<file path="config.mk">
export PLATFORM = sky130hd
export DESIGN_NAME = uart_tx
export DESIGN_NICKNAME = d
export VERILOG_FILES = /design/src/rtl/uart_tx.sv
export SDC_FILE = /design/constraint.sdc
export NUM_CORES = 1
export LEC_CHECK = 0
export CAP_MARGIN = 20
export CORE_MARGIN = 4
export CORE_UTILIZATION = 25
export CTS_BUF_LIST = sky130_fd_sc_hd__clkbuf_16
export DETAILED_ROUTE_END_ITERATION = 8
export GPL_ROUTABILITY_DRIVEN = 1
export SLEW_MARGIN = 10
export SYNTH_ARGS = -nofsm -noshare
export SYNTH_HDL_FRONTEND = slang
export SYNTH_SLANG_ARGS = --single-unit
</file>
<file path="constraint.sdc">
create_clock -name clk -period 1.72 [get_ports clk]
set_input_delay 0.172 -clock clk [delete_from_list [all_inputs] [get_ports clk]]
set_output_delay 0.172 -clock clk [all_outputs]
set_load 0.01 [all_outputs]
</file>
<file path="src/rtl/uart_tx.sv">
// UART transmitter: start bit, DBIT data bits LSB first, optional even parity,
// one or two stop bits, each bit SB_TICK oversampling ticks long.
module uart_tx #(
  parameter int unsigned DBIT    = 8,
  parameter int unsigned SB_TICK = 16
) (
  input  logic            clk,
  input  logic            reset,
  input  logic            tick,
  input  logic            tx_start,
  input  logic [DBIT-1:0] d_in,
  input  logic            parity,
  input  logic [1:0]      stop_bits,
  output logic            tx,
  output logic            tx_busy,
  output logic            tx_done
);

  localparam int unsigned TW = 5;
  localparam int unsigned BW = 3;
  localparam logic [TW-1:0] BIT_END   = TW'(SB_TICK - 1);
  localparam logic [TW-1:0] STOP2_END = TW'(2 * SB_TICK - 1);
  localparam logic [BW-1:0] LAST_BIT  = BW'(DBIT - 1);

  typedef enum logic [2:0] {
    IDLE,
    START,
    DATA,
    PARITY,
    STOP
  } state_t;

  state_t            state;
  logic [TW-1:0]     tick_cnt;
  logic [BW-1:0]     bit_cnt;
  logic [DBIT-1:0]   shreg;
  logic              par_en;
  logic              par_bit;
  logic              two_stop;
  logic [TW-1:0]     stop_end;

  // Both stop bits share one tick count, so two stops end at 2*SB_TICK-1.
  assign stop_end = two_stop ? STOP2_END : BIT_END;

  always_ff @(posedge clk or negedge reset) begin
    if (!reset) begin
      state    <= IDLE;
      tick_cnt <= '0;
      bit_cnt  <= '0;
      shreg    <= '0;
      par_en   <= 1'b0;
      par_bit  <= 1'b0;
      two_stop <= 1'b0;
      tx       <= 1'b1;
      tx_busy  <= 1'b0;
      tx_done  <= 1'b0;
    end else begin
      tx_done <= 1'b0;
      case (state)
        IDLE: begin
          tx <= 1'b1;
          if (tx_start) begin
            shreg    <= d_in;
            par_en   <= parity;
            par_bit  <= ^d_in;
            two_stop <= stop_bits[1];
            tick_cnt <= '0;
            bit_cnt  <= '0;
            tx       <= 1'b0;
            tx_busy  <= 1'b1;
            state    <= START;
          end
        end
        START: begin
          if (tick) begin
            if (tick_cnt == BIT_END) begin
              tick_cnt <= '0;
              tx       <= shreg[0];
              state    <= DATA;
            end else begin
              tick_cnt <= tick_cnt + TW'(1);
            end
          end
        end
        DATA: begin
          if (tick) begin
            if (tick_cnt == BIT_END) begin
              tick_cnt <= '0;
              shreg    <= shreg >> 1;
              bit_cnt  <= bit_cnt + BW'(1);
              if (bit_cnt == LAST_BIT) begin
                if (par_en) begin
                  tx    <= par_bit;
                  state <= PARITY;
                end else begin
                  tx    <= 1'b1;
                  state <= STOP;
                end
              end else begin
                // Next data bit is bit 1 of the pre-shift register.
                tx <= shreg[1];
              end
            end else begin
              tick_cnt <= tick_cnt + TW'(1);
            end
          end
        end
        PARITY: begin
          if (tick) begin
            if (tick_cnt == BIT_END) begin
              tick_cnt <= '0;
              tx       <= 1'b1;
              state    <= STOP;
            end else begin
              tick_cnt <= tick_cnt + TW'(1);
            end
          end
        end
        STOP: begin
          if (tick) begin
            if (tick_cnt == stop_end) begin
              tick_cnt <= '0;
              tx_done  <= 1'b1;
              tx_busy  <= 1'b0;
              state    <= IDLE;
            end else begin
              tick_cnt <= tick_cnt + TW'(1);
            end
          end
        end
        default: begin
          tx      <= 1'b1;
          tx_busy <= 1'b0;
          state   <= IDLE;
        end
      endcase
    end
  end

endmodule

</file>
## After elaboration in Yosys (flattened, before gate mapping)

Index checks and enable logic that the tools add are counted.

- Output and inout port bits: 3
- Word-level logic and storage cells: 87
- Bits of input ports: 15
- Register bits: 25

- Reductions and logical operators: 11
- Bitwise logic cells: 2
- $add $sub $neg: 2
- Mux-type cells: 44
- Eq/ne operators: 18

Operators with widths:

| operator | number |
|---|---|
| 3-bit two-way mux | 14 |
| 5-bit two-way mux | 6 |
| 8-bit two-way mux | 3 |
| 2-bit != test, second input constant | 10 |
| 8-bit one-hot mux with 2 select lines | 1 |
| 1-bit two-way mux | 15 |
| 3-bit one-hot mux with 5 select lines | 1 |
| 5-bit one-hot mux with 3 select lines | 1 |
| 4-bit AND reduction | 3 |
| 10-bit AND reduction | 1 |
| 8-bit XOR reduction | 1 |
| 7-bit AND reduction | 1 |
| 3-bit by 2-bit == test with 1-bit output, second input constant | 2 |
| 3-bit == test, second input constant | 2 |
| 3-bit one-hot mux with 2 select lines | 1 |
| 5-bit by 1-bit adder with 5-bit output, second input constant | 1 |
| 5-bit by 4-bit == test with 1-bit output, second input constant | 1 |
| 5-bit == test | 1 |
| 1-bit one-hot mux with 5 select lines | 1 |
| 3-bit by 1-bit adder with 3-bit output, second input constant | 1 |
| 3-bit by 1-bit == test with 1-bit output, second input constant | 1 |
| 3-bit zero test | 1 |
| 1-bit one-hot mux with 3 select lines | 1 |
| 3-bit nonzero test | 1 |
| other kinds (5) | 6 |

## Logic depth before layout (Yosys ltp)

- Depth after elaboration: 5
- Gate-level depth with buffers: 8

## Worst setup path before layout

No wires, ideal clock.

- Kind: register to register
- Start: register tick_cnt[0]
- End: register state[0]
- Path buffers: 0
- Required time: 1.595 ns
- Data arrival time: 1.733 ns
- Stages on the path, launching flop included: 9
- Setup slack: -0.138 ns
- Period minus slack after synthesis: 1.858 ns
- Setup time: 0.125 ns
- Cell sequence: dfrtp_1 > ha_1 > nand3_1 > inv_1 > ha_1 > nand2_1 > nor2_1 > o32ai_2 > mux2_2

- Longest elaborated chain between the ends: 3
- Elaborated cells on any way between the ends: 7

RTL lines:

| item | RTL line | RTL |
|---|---|---|
| start: declaration | 34 | `logic [TW-1:0] tick_cnt;` |
| start signal: assignment | 81 | `tick_cnt <= tick_cnt + TW'(1);` |
| start signal: assignment | 104 | `tick_cnt <= tick_cnt + TW'(1);` |
| start signal: assignment | 115 | `tick_cnt <= tick_cnt + TW'(1);` |
| 5-bit == test or 5-bit by 4-bit == test with 1-bit output (tied branches) | n/a |  |
| 2-bit != test (no source line) | n/a |  |
| 10-bit AND reduction (no source line) (*) | n/a |  |
| end signal: assignment | 113 | `state <= STOP;` |
| end signal: assignment | 125 | `state <= IDLE;` |
| end signal: assignment | 134 | `state <= IDLE;` |
| end: declaration | 33 | `state_t state;` |

Every way passes the cells marked *; elsewhere a longest branch is shown, timed or not.
A chain may end at the register's enable or synchronous reset.

## Worst setup path in the final report

- Start: register tick_cnt[1]
- End: register state[0]

The elaborated chain is that of the path after synthesis.

==> flow_metrics.py <==
metrics = {
    "route": {
        "drc": 0,
        "drt-total-wl_um": 3310,
        "postRouteAntennaNets": 0,
        "vias_per_cell": 4.67,
        "drt_iter0_markers": 59,
        "first_pass_iters": 4,
        "wl_per_cell_um": 12.5,
        "dr_total_vias": 1232,
    },
    "worst_hold_path": {
        "hp-class": "in2async",
    },
    "sta": {
        "holdWs_ns": 0.275,
        "period_needed_ns": 1.70,
        "clock_skew_ns": 0.00374,
        "rsz0062_at_grt": "true",
        "setup_viol": 0,
        "hold_violations": 0,
        "fmax_mhz": 588,
        "post-route-period-util": 0.989,
        "fin_setup_tns_ns": 0,
        "slew_violations": 0,
        "max_slew_margin": 0.759,
        "worst_slew_pin_slew_ns": 0.360,
    },
    "power": {
        "p_int_w": 0.00153,
        "pwr-share-clk": 0.225,
        "total_power_w": 0.00231,
        "switchingPower_w": 0.000773,
        "switching_share": 0.335,
        "p_leak_nw": 0.836,
        "ir_worst_vdd_mv": 0.475,
        "share_comb_of_total_power": 0.383,
        "p_per_area_nw_per_um2": 1140,
        "seqPwrFrac": 0.393,
    },
    "floorplan": {
        "fp.dieW_um": 84.2,
        "die_h_um": 84.2,
        "io_pins": 18,
        "coreArea_sq_um": 5570,
        "row_count": 27,
        "start_util": 0.260,
        "design.die.area_sq_um": 7080,
    },
    "global_route": {
        "gr-usage-all-layers": 0.0968,
        "overflow": 0,
        "top_usage_layer": "met2",
        "grt_pass1_wl_um": 5620,
        "met2_usage": 0.156,
        "met3_usage": 0.0255,
        "grt_util_met1": 0.128,
        "antenna_found_initial": 0,
        "grt_pass1_vias": 1203,
        "grt_max_degree": 26,
    },
    "worst_setup_path": {
        "crit_family": "flip-flops",
        "crit_buf_inv": 1,
        "crit_path_cell_trace": "ha_2 > nand3_2 > inv_2 > ha_4 > nand2_4 > nor2_4 > o32ai_4 > mux2_4",
        "rr_worst_depth": 8,
        "cpMaxStageDelayCell": "dfrtp_1",
        "cp-start-kind": "register",
        "critPathMaxStageDelay_ns": 0.38,
        "critPathCaptureType": "register",
        "worstPathMaxFanout": 3,
        "critical_path_class": "reg2reg",
        "cp.depth": 8,
        "cp.required_ns": 1.87,
        "arrival_ns": 1.85,
    },
    "logic_synthesis": {
        "synthXorXnorAreaFrac": 0.0483,
        "synth_mux_area_frac": 0.0561,
        "synth_area_leader_cell": "dfrtp_1",
        "synth-edff-count": 0,
        "synth_cells": 151,
        "ys_types": 40,
        "yosysSeqAreaShare": 0.432,
        "synth-adder-area-share": 0.0431,
        "synthSimpleGateAreaFrac": 0.182,
        "synthesis.nets": 171,
        "synth_area_per_cell_sq_um": 9.60,
        "synth_top_area_frac": 0.414,
        "synth_compound_area_frac": 0.193,
        "synth_top_family_by_area": "compound AO/OA/AOI/OAI gates",
        "yosys_warnings": 0,
        "yosys-top-cells-area": "dfrtp_1 (41%), nand2_1 (5.2%), mux2i_1 (4.8%)",
        "syn_area_sq_um": 1450,
        "ys_async_sr_fraction": 1.00,
        "ys_ff_latch": 25,
        "ys.flop_type": "dfrtp_1",
    },
    "finish": {
        "fill_cells": 573,
        "fin_nets": 213,
        "layout_commonest_cell": "buf_4",
        "final_cell_area_sq_um": 2030,
        "area_growth_syn_to_layout_pct": 39.7,
        "diodes": 0,
        "drive_gt1_frac": 0.281,
        "fin_cells": 264,
        "layout_common_cells": "buf_4 (26), dfrtp_1 (23), nand2_1 (19)",
    },
    "place": {
        "dp_hpwl_um": 2290,
        "portBuffers": 16,
        "placed_area_sq_um": 1850,
        "place.gp.congestion": 0.884,
        "post-place-cells": 254,
    },
    "status": {
        "status": "complete, no violations",
    },
    "clock_network": {
        "clock_path_buffers": 2,
        "clock_latency_ns": 0.26,
        "htreeDepth": 1,
        "cts_tree": "yes",
        "cts_root_buffer": "clkbuf_16",
        "cts_buffers": 3,
        "cts_hold_buf": 0,
        "clk_pin_slew_ns": 0.07,
        "clock_sinks": 25,
    },
    "flow_run": {
        "max_cap_viol_count": 0,
    },
}
through the flow:
step | util | worst slack, ns
final | 0.363 | 0.0182
after global routing | 0.363 | -0.0525
after CTS | 0.354 | 0.00241
after detailed placement | 0.332 | -0.0263
after global placement | 0.332 | 0.00579
after floorplan | - | -0.00524
layer usage:
layer	routed length, um	vias to the layer above
met5	0	-
met4	27	0
met3	127	2
met2	1580	21
met1	1570	594
li1	-	615
final cells by class:
| class | count | area (sq um) | area share |
|---|---|---|---|
| Clock buffer | 3 | 75.1 | 0.0371 |
| Clock inverter | 1 | 3.75 | 0.00185 |
| Inverter | 7 | 26.3 | 0.0130 |
| Multi-Input combinational cell | 114 | 847 | 0.418 |
| Sequential cell | 25 | 628 | 0.310 |
| Tap cell | 72 | 90.1 | 0.0445 |
| Timing Repair Buffer | 42 | 355 | 0.175 |
flip-flops by register name, summed over array words and instances (netlist names):
signal,flops
tx,1
bit_cnt,3
tx_busy,1
par_en,1
tick_cnt,5
shreg,8
two_stop,1
state,3
tx_done,1
par_bit,1
power groups by stage:
stage / combinational [W] / clock, W / sequential (W)
after floorplan: 0.000536 / 0 / 0.000879
after global placement: 0.000797 / 0 / 0.000906
after global routing: 0.000987 / 0.000563 / 0.000938
after CTS: 0.000839 / 0.000539 / 0.000902
final: 0.000883 / 0.000518 / 0.000906
after detailed placement: 0.000805 / 0 / 0.000913
what timing repair did:
action                                  CTS  global route
endpoints found under the setup margin    2            10
cloned                                    0             1
pin swaps                                 3             6
gates resized for setup                   4             8
setup buffers                             3             3
synth_stat cells, types with 2 or more instances:
master and number:
nor2_1 15, o211ai_1 3, and2_1 2, ha_1 5, nand3b_1 2, inv_1 7
xnor2_1 7, and3_1 2, nor3_1 2, dfrtp_1 24, o21ai_0 11, mux2i_1 7
o21ai_1 2, a21oi_1 11, buf_4 4, o22ai_1 3, nand3_1 2, nand2_1 20
final timing paths:
| kind | slack [ns] | start | end |
|---|---|---|---|
| worst min register to register | 0.49 | par_bit$_DFFE_PN0P_ | par_bit$_DFFE_PN0P_ |
| worst max register to register | 0.02 | tick_cnt[1]$_DFFE_PN0P_ | state[0]$_DFFE_PN0P_ |
| max in group asynchronous | 1.14 | reset | tx$_DFFE_PN1P_ |
| min in group clk | 0.44 | stop_bits[1] | two_stop$_DFFE_PN0P_ |
| worst min-delay path | 0.27 | reset | tick_cnt[2]$_DFFE_PN0P_ |
| worst max-delay path | 0.02 | tick_cnt[1]$_DFFE_PN0P_ | state[0]$_DFFE_PN0P_ |
logic make-up (layout without fill, tap and decap cells):
kind of cell             Yosys count  in the layout
AO/OA/AOI/OAI                     40             41
XOR/XNOR                           8              8
adder cells (fa/ha/maj)            5              5
buffers and inverters             13             53
flip-flops                        25             25
multiplexers                       8              8
AND/OR/NAND/NOR                   52             52
Power figures use the tool's default switching activity.
